--- config.mk ---
export PLATFORM = sky130hd
export DESIGN_NAME = interrupt_controller
export DESIGN_NICKNAME = d
export VERILOG_FILES = /design/src/rtl/intc_pkg.sv /design/src/rtl/irq_edge_sync.sv /design/src/rtl/interrupt_controller.sv
export SDC_FILE = /design/constraint.sdc
export NUM_CORES = 1
export LEC_CHECK = 0
export BUFFER_PORTS_ARGS = -buffer_cell sky130_fd_sc_hd__buf_2
export CAP_MARGIN = 20
export CORE_ASPECT_RATIO = 0.5
export CORE_UTILIZATION = 41
export DETAILED_ROUTE_END_ITERATION = 8
export PLACE_DENSITY = 0.94
export SETUP_SLACK_MARGIN = 0.02
export SYNTH_ARGS = -nofsm -noshare
export SYNTH_HDL_FRONTEND = slang
export SYNTH_SLANG_ARGS = --single-unit
--- constraint.sdc ---
create_clock -name clk -period 2.7 [get_ports clk]
set_input_delay 0.27 -clock clk [delete_from_list [all_inputs] [get_ports clk]]
set_output_delay 0.27 -clock clk [all_outputs]
set_load 0.02 [all_outputs]
--- src/rtl/intc_pkg.sv ---
// ---------------------------------------------------------------------------
// intc_pkg
// Shared definitions for the memory-mapped interrupt controller:
//   - word offsets of the four registers inside the 16-byte window
//     (compared against memAddrBus[3:2])
//   - ICTRL bit positions
//   - delivery FSM state encoding
// ---------------------------------------------------------------------------
package intc_pkg;

  // Word index within the register window (byte offset / 4)
  localparam logic [1:0] REG_IEN   = 2'd0;  // +0  enable mask
  localparam logic [1:0] REG_IPEND = 2'd1;  // +4  pending, write-1-to-clear
  localparam logic [1:0] REG_ICTRL = 2'd2;  // +8  GIE / INSVC
  localparam logic [1:0] REG_IEOI  = 2'd3;  // +12 end of interrupt

  // ICTRL bit positions
  localparam int ICTRL_GIE   = 0;
  localparam int ICTRL_INSVC = 1;

  // Delivery sequencing: one interrupt in flight at a time
  typedef enum logic [1:0] {
    IDLE    = 2'd0,
    REQ     = 2'd1,
    SERVICE = 2'd2
  } intcState_t;

  // Width needed to hold a source index (at least one bit)
  function automatic int idxBits(input int numIrq);
    return (numIrq > 1) ? $clog2(numIrq) : 1;
  endfunction

endpackage

--- src/rtl/irq_edge_sync.sv ---
// ---------------------------------------------------------------------------
// irq_edge_sync
// Brings one asynchronous interrupt line into the clk domain and turns its
// rising edge into a single-cycle pulse.
// Ports:
//   clk   in  : system clock
//   reset in  : asynchronous active-low reset
//   irq   in  : raw device interrupt line (asynchronous)
//   rise  out : one-cycle pulse, two edges after irq is first sampled high
// ---------------------------------------------------------------------------
module irq_edge_sync (
  input  logic clk,
  input  logic reset,
  input  logic irq,
  output logic rise
);

  logic syncReg0;
  logic syncReg1;
  logic prevReg;

  always_ff @(posedge clk or negedge reset) begin
    if (!reset) begin
      syncReg0 <= 1'b0;
      syncReg1 <= 1'b0;
      prevReg  <= 1'b0;
    end else begin
      syncReg0 <= irq;
      syncReg1 <= syncReg0;
      prevReg  <= syncReg1;
    end
  end

  // Combinational off the synchronised value so the pending bit can be set
  // on the very next edge.
  assign rise = syncReg1 & ~prevReg;

endmodule

--- src/rtl/interrupt_controller.sv ---
// ---------------------------------------------------------------------------
// interrupt_controller
// Latches rising edges of device interrupt lines as pending and delivers the
// lowest-index enabled pending source to the CPU, sequencing each one through
// request (inta), acknowledge (intAck) and end-of-interrupt (IEOI write).
// Ports:
//   clk        in  : system clock
//   reset      in  : asynchronous active-low reset
//   irq        in  : device interrupt lines, rising-edge sensitive
//   memAddrBus in  : CPU bus address
//   weBus      in  : CPU bus write strobe
//   reBus      in  : CPU bus read strobe
//   dataBusIn  in  : CPU write data
//   dataBusOut out : combinational read data, zero when not selected
//   intAck     in  : one-cycle pulse when the CPU vectors to the handler
//   inta       out : interrupt request to the CPU
//   idn        out : number of the requested source, zero-extended
// ---------------------------------------------------------------------------
module interrupt_controller
  import intc_pkg::*;
#(
  parameter int               DBITS     = 32,
  parameter int               NUM_IRQ   = 4,
  parameter logic [DBITS-1:0] BASE_ADDR = 32'hF0000100
) (
  input  logic               clk,
  input  logic               reset,
  input  logic [NUM_IRQ-1:0] irq,
  input  logic [DBITS-1:0]   memAddrBus,
  input  logic               weBus,
  input  logic               reBus,
  input  logic [DBITS-1:0]   dataBusIn,
  output logic [DBITS-1:0]   dataBusOut,
  input  logic               intAck,
  output logic               inta,
  output logic [DBITS-1:0]   idn
);

  localparam int IDX_BITS = idxBits(NUM_IRQ);

  logic [NUM_IRQ-1:0]  riseVec;
  logic [NUM_IRQ-1:0]  ienReg;
  logic [NUM_IRQ-1:0]  pendReg;
  logic [NUM_IRQ-1:0]  pendNext;
  logic [NUM_IRQ-1:0]  activeVec;
  logic [NUM_IRQ-1:0]  swClearMask;
  logic [NUM_IRQ-1:0]  ackMask;
  logic                gieReg;
  intcState_t          stateReg;
  intcState_t          stateNext;
  logic [IDX_BITS-1:0] idnReg;
  logic [IDX_BITS-1:0] idnNext;
  logic [IDX_BITS-1:0] winIdx;
  logic                winValid;
  logic                sel;
  logic [1:0]          regOff;
  logic                wrIen;
  logic                wrPend;
  logic                wrCtrl;
  logic                wrEoi;

  // Byte-lane bits of the address and write data above the implemented
  // register width carry no meaning here.
  logic unusedBits;
  assign unusedBits = ^{memAddrBus[1:0], dataBusIn[DBITS-1:NUM_IRQ]};

  // ---------------------------------------------------------------- capture
  genvar gi;
  generate
    for (gi = 0; gi < NUM_IRQ; gi++) begin : gSync
      irq_edge_sync uSync (
        .clk   (clk),
        .reset (reset),
        .irq   (irq[gi]),
        .rise  (riseVec[gi])
      );
    end
  endgenerate

  // ------------------------------------------------------------- bus decode
  assign sel    = (memAddrBus[DBITS-1:4] == BASE_ADDR[DBITS-1:4]);
  assign regOff = memAddrBus[3:2];
  assign wrIen  = weBus & sel & (regOff == REG_IEN);
  assign wrPend = weBus & sel & (regOff == REG_IPEND);
  assign wrCtrl = weBus & sel & (regOff == REG_ICTRL);
  assign wrEoi  = weBus & sel & (regOff == REG_IEOI);

  // --------------------------------------------------------------- priority
  assign activeVec = pendReg & ienReg;

  // Scan from the top down so the lowest set index is the last one written.
  always_comb begin
    winIdx   = '0;
    winValid = 1'b0;
    for (int i = NUM_IRQ - 1; i >= 0; i--) begin
      if (activeVec[i]) begin
        winIdx   = IDX_BITS'(i);
        winValid = 1'b1;
      end
    end
  end

  // ------------------------------------------------------------------- FSM
  always_comb begin
    stateNext = stateReg;
    idnNext   = idnReg;
    ackMask   = '0;
    case (stateReg)
      IDLE: begin
        if (gieReg && winValid) begin
          stateNext = REQ;
          idnNext   = winIdx;
        end
      end
      // Once requested the interrupt is committed: only intAck moves on,
      // regardless of later mask, GIE or pending changes.
      REQ: begin
        if (intAck) begin
          stateNext       = SERVICE;
          ackMask[idnReg] = 1'b1;
        end
      end
      SERVICE: begin
        if (wrEoi) begin
          stateNext = IDLE;
        end
      end
      default: stateNext = IDLE;
    endcase
  end

  // A new edge is OR-ed in last so it survives both a software clear and
  // the dispatch clear landing on the same bit.
  assign swClearMask = wrPend ? dataBusIn[NUM_IRQ-1:0] : '0;
  assign pendNext    = (pendReg & ~swClearMask & ~ackMask) | riseVec;

  always_ff @(posedge clk or negedge reset) begin
    if (!reset) begin
      stateReg <= IDLE;
      idnReg   <= '0;
      ienReg   <= '0;
      pendReg  <= '0;
      gieReg   <= 1'b0;
    end else begin
      stateReg <= stateNext;
      idnReg   <= idnNext;
      pendReg  <= pendNext;
      if (wrIen) begin
        ienReg <= dataBusIn[NUM_IRQ-1:0];
      end
      if (wrCtrl) begin
        gieReg <= dataBusIn[ICTRL_GIE];
      end
    end
  end

  // --------------------------------------------------------------- outputs
  assign inta = (stateReg == REQ);
  assign idn  = {{(DBITS - IDX_BITS){1'b0}}, idnReg};

  // Reads are combinational: the CPU samples data in the strobe cycle.
  always_comb begin
    dataBusOut = '0;
    if (reBus && sel) begin
      case (regOff)
        REG_IEN:   dataBusOut[NUM_IRQ-1:0] = ienReg;
        REG_IPEND: dataBusOut[NUM_IRQ-1:0] = pendReg;
        REG_ICTRL: begin
          dataBusOut[ICTRL_GIE]   = gieReg;
          dataBusOut[ICTRL_INSVC] = (stateReg == SERVICE);
        end
        default:   dataBusOut = '0;
      endcase
    end
  end

endmodule
==> results.md <==
* **IR drop worst, VDD** 0.358 mV
* **clk root buf** clkbuf_8
* **highest metal layer with signal wires** met4
* **worst setup path class** in2out
* **power per cell area** 432 nW/um^2
* **ratio of cells with drive above 1 in the final layout** 34.0%
* **final cell area excluding filler cells** 1760 um^2
* **# nets final** 283
* **overall via count from detail_route** 1170
* **number of H-tree levels** 1
* **routed via count divided by cell count** 4.50
* **distinct cell type count of the synthesized netlist** 32
* **Netlist Area Pre-Place** 1620 um^2
* **beginning of the worst register-to-register path** ienReg[1]$_DFFE_PN0P_
* **WL met3** 277 um
* **data arrival time of the worst path** 1.49 ns
* **proportion of total power due to net switching** 30.6%
* **beginning of the critical path** memAddrBus[13]
* **buffer levels on the longest clock path** 2
* **core region area** 3600 um^2
* **Worst Reg-to-Reg Cells** 3
* **share of the synthesized area in the top cell type** 38.6%
* **synthesized instance count** 157
* **category of the worst setup path launch point** input port
* **post-route fraction of the period consumed by the critical path** 65.3%
* **detailed-router iteration count before antenna repair** 5
* **Boundary Pins** 138
* **total die area** 4220 um^2
* **worst slew slack as a fraction of its limit** 64.9%
* **CP Data Required Time** 2.43 ns
* **global-route congestion overflow total** 0
* **remaining number of nets flagged by the antenna check after routing** 0
* **f_max** 567 MHz
* **number of endpoints failing setup at the final stage** 0
* **number of cell rows** 15
* **WL met1** 1000 um
* **Yosys warnings** 0
* **result of the run** complete, no violations
* **ys flop type** dfrtp_1
* **layout overhead on the synthesized area** 8.88%
* **Power Internal** 0.000529 W
* **Worst Setup End Kind** primary output
* **setup clock skew after layout** 0.00479 ns
* **number of cells on the worst hold path** 1
* **share of total power in combinational logic** 18.3%
* **clock tree from TritonCTS** built
* **clock sinks** 25
* **cell type with the largest total area after synthesis** dfrtp_1
* **flops & latches, synth** 25
* **starting density of the core** 45.0%
* **clock transition at the registers of the reported paths** 0.09 ns
* **min-delay worst type** in2reg
* **number of design-rule violations left by the first detailed-router iteration** 26
* **number of antenna violations at the first check in global routing** 0
* **Worst Tran Pin Value** 0.527 ns
* **source-to-sink clock delay at the later pin of the worst-skew pair** 0.27 ns
* **detailed-routed wire length on met2** 1580 um
* **total net switching power** 0.000233 W
* **max-cap check violation count** 0
* **setup repair bufs after CTS** 0
* **final hold viol count** 0
* **height of the die** 46.5 um
* **number of synthesized flops with an enable pin** 0
* **number of global-route vias before repair** 1023
* **Setup TNS Final** 0 ns
* **unrepaired setup endpoints after global routing** no
* **width of the chip** 90.9 um
* **DRC Markers** 0
* **sequential cell area fraction in the yosys report** 38.6%
* **time the final worst path needs with I/O delays and setup** 1.76 ns
* **Max Transition Viols Final** 0
* **total placed instance area** 1700 um^2
* **largest fanout on the critical path** 5
* **WL final** 2900 um
* **share of flip-flops with an asynchronous set or reset after synthesis** 100%
* **post-route total power** 0.000762 W
* **number of buffers inserted by port buffering** 49
* **fraction of power consumed by the clock network** 30.6%
* **wire length of the first global-routing pass** 4330 um
* **Avg WL per Cell** 11.2 um
* **maximum number of pins on one net before global-route repair** 26
* **gr usage total** 13.8%
* **RePlAce Congestion** 0.856
* **sequential share of power** 51.1%
* **synthesized area divided by synthesized cell count** 10.3 um^2
* **total leakage power** 0.952 nW
* **Worst Hold Launch** irq[1]
* **number of buffers created by CTS** 3
* **leading cell types by total area after synthesis** dfrtp_1, buf_4, mux2_4
* **fill cell total of the finished layout** 326
* **Detailed Place HPWL** 2350 um
* **final antenna diode count** 0
==> registers in the layout, indices dropped and copies added (netlist names) <==
signal / cells
gSync.uSync.prevReg: 4
gSync.uSync.syncReg0: 4
gSync.uSync.syncReg1: 4
ienReg: 4
pendReg: 4
idnReg: 2
stateReg: 2
gieReg: 1
==> per-layer routing <==
layer  track usage (%)  up-vias
li1                  -      531
met1              13.4      538
met2              27.9       93
met3              4.29        8
met4              6.98        0
met5                 0        -
==> path summary, 6_finish.rpt <==
| path | end | slack, ns |
|---|---|---|
| hold reg to reg | gSync[0].uSync.syncReg1$_DFF_PN0_ | 0.35 |
| setup / recovery | dataBusOut[2] | 0.94 |
| hold / removal | gSync[1].uSync.syncReg0$_DFF_PN0_ | 0.1 |
| max in group asynchronous | gSync[0].uSync.prevReg$_DFF_PN0_ | 1.84 |
| min in group asynchronous | gSync[2].uSync.prevReg$_DFF_PN0_ | 0.51 |
| setup reg to reg | idnReg[0]$_DFFE_PN0P_ | 1.24 |
==> final cells by class <==
cell class | instances | area [um^2] | share of cell area, %
clock buffers | 3 | 41.3 | 2.34
well taps | 51 | 63.8 | 3.62
flip-flops and latches | 25 | 626 | 35.5
inverters | 5 | 18.8 | 1.06
clock inverters | 1 | 8.76 | 0.496
repair buffers | 50 | 255 | 14.5
multi-input cells | 125 | 751 | 42.6
==> critical path, cell delays in order <==
cell     delay (ns)
buf_2          0.10
nor4b_2        0.29
and4_4         0.31
nand2_1        0.13
nor3_1         0.20
buf_2          0.19
==> Yosys cell counts (all sizes together) (3+ instances only) <==
library cell and n:
mux2i 4, nor4b 3, a21oi 7, nor2 5, nor2b 3, buf 58
inv 5, dfrtp 25, o21ai 6, and4 3, nor4 3, mux2 6
nand2 6
==> stage by stage <==
| stage | util, % | hold slack [ns] | instances | setup WS (ns) |
|---|---|---|---|---|
| after global routing | 49.0 | 0.0735 | 260 | 0.884 |
| after detailed placement | 47.3 | 0.288 | 255 | 0.941 |
| after global placement | 47.3 | 0.270 | 255 | 0.997 |
| final | 49.0 | 0.0960 | 260 | 0.936 |
| after CTS | 49.0 | 0.0853 | 260 | 0.941 |
| after floorplan | - | -0.0256 | 214 | 1.04 |
==> kinds of logic after synthesis <==
group,share of synthesized area (%)
buffers and inverters,28.3
and+or+nand+nor,16.0
DFF,38.6
AOI/OAI and AO/OA,9.34
muxes,7.57
other,0.231
==> timing repair <==
item,CTS,global route
resized for setup,0,0
hold endpoints to repair,25,0
hold buffers,1,0
==> power by group through the flow <==
stage	logic [W]	clock network [W]	registers [W]
3_3_place_gp	0.000134	0	0.000396
5_1_grt	0.000152	0.000256	0.000391
2_1_floorplan	0.000156	0	0.000395
3_5_place_dp	0.000138	0	0.000397
4_1_cts	0.000139	0.000240	0.000389
6_report	0.000140	0.000233	0.000389
==> cell usage in the layout, fill, tap and decap left out, types with 2 or more instances in the layout <==
| cell | count |
|---|---|
| a21oi_1 | 7 |
| a2bb2oi_1 | 2 |
| and4_2 | 2 |
| buf_2 | 49 |
| clkbuf_8 | 3 |
| conb_1 | 58 |
| dfrtp_1 | 25 |
| inv_1 | 5 |
| mux2_2 | 2 |
| mux2_4 | 4 |
| mux2i_1 | 4 |
| nand2_1 | 6 |
| nand2b_1 | 2 |
| nor2_1 | 5 |
| nor2b_1 | 3 |
| nor3_1 | 2 |
| nor4_2 | 3 |
| nor4b_2 | 3 |
| o21ai_0 | 6 |
| o21bai_1 | 2 |
| o22ai_1 | 2 |
| o31ai_1 | 2 |
Power figures use the tool's default switching activity.
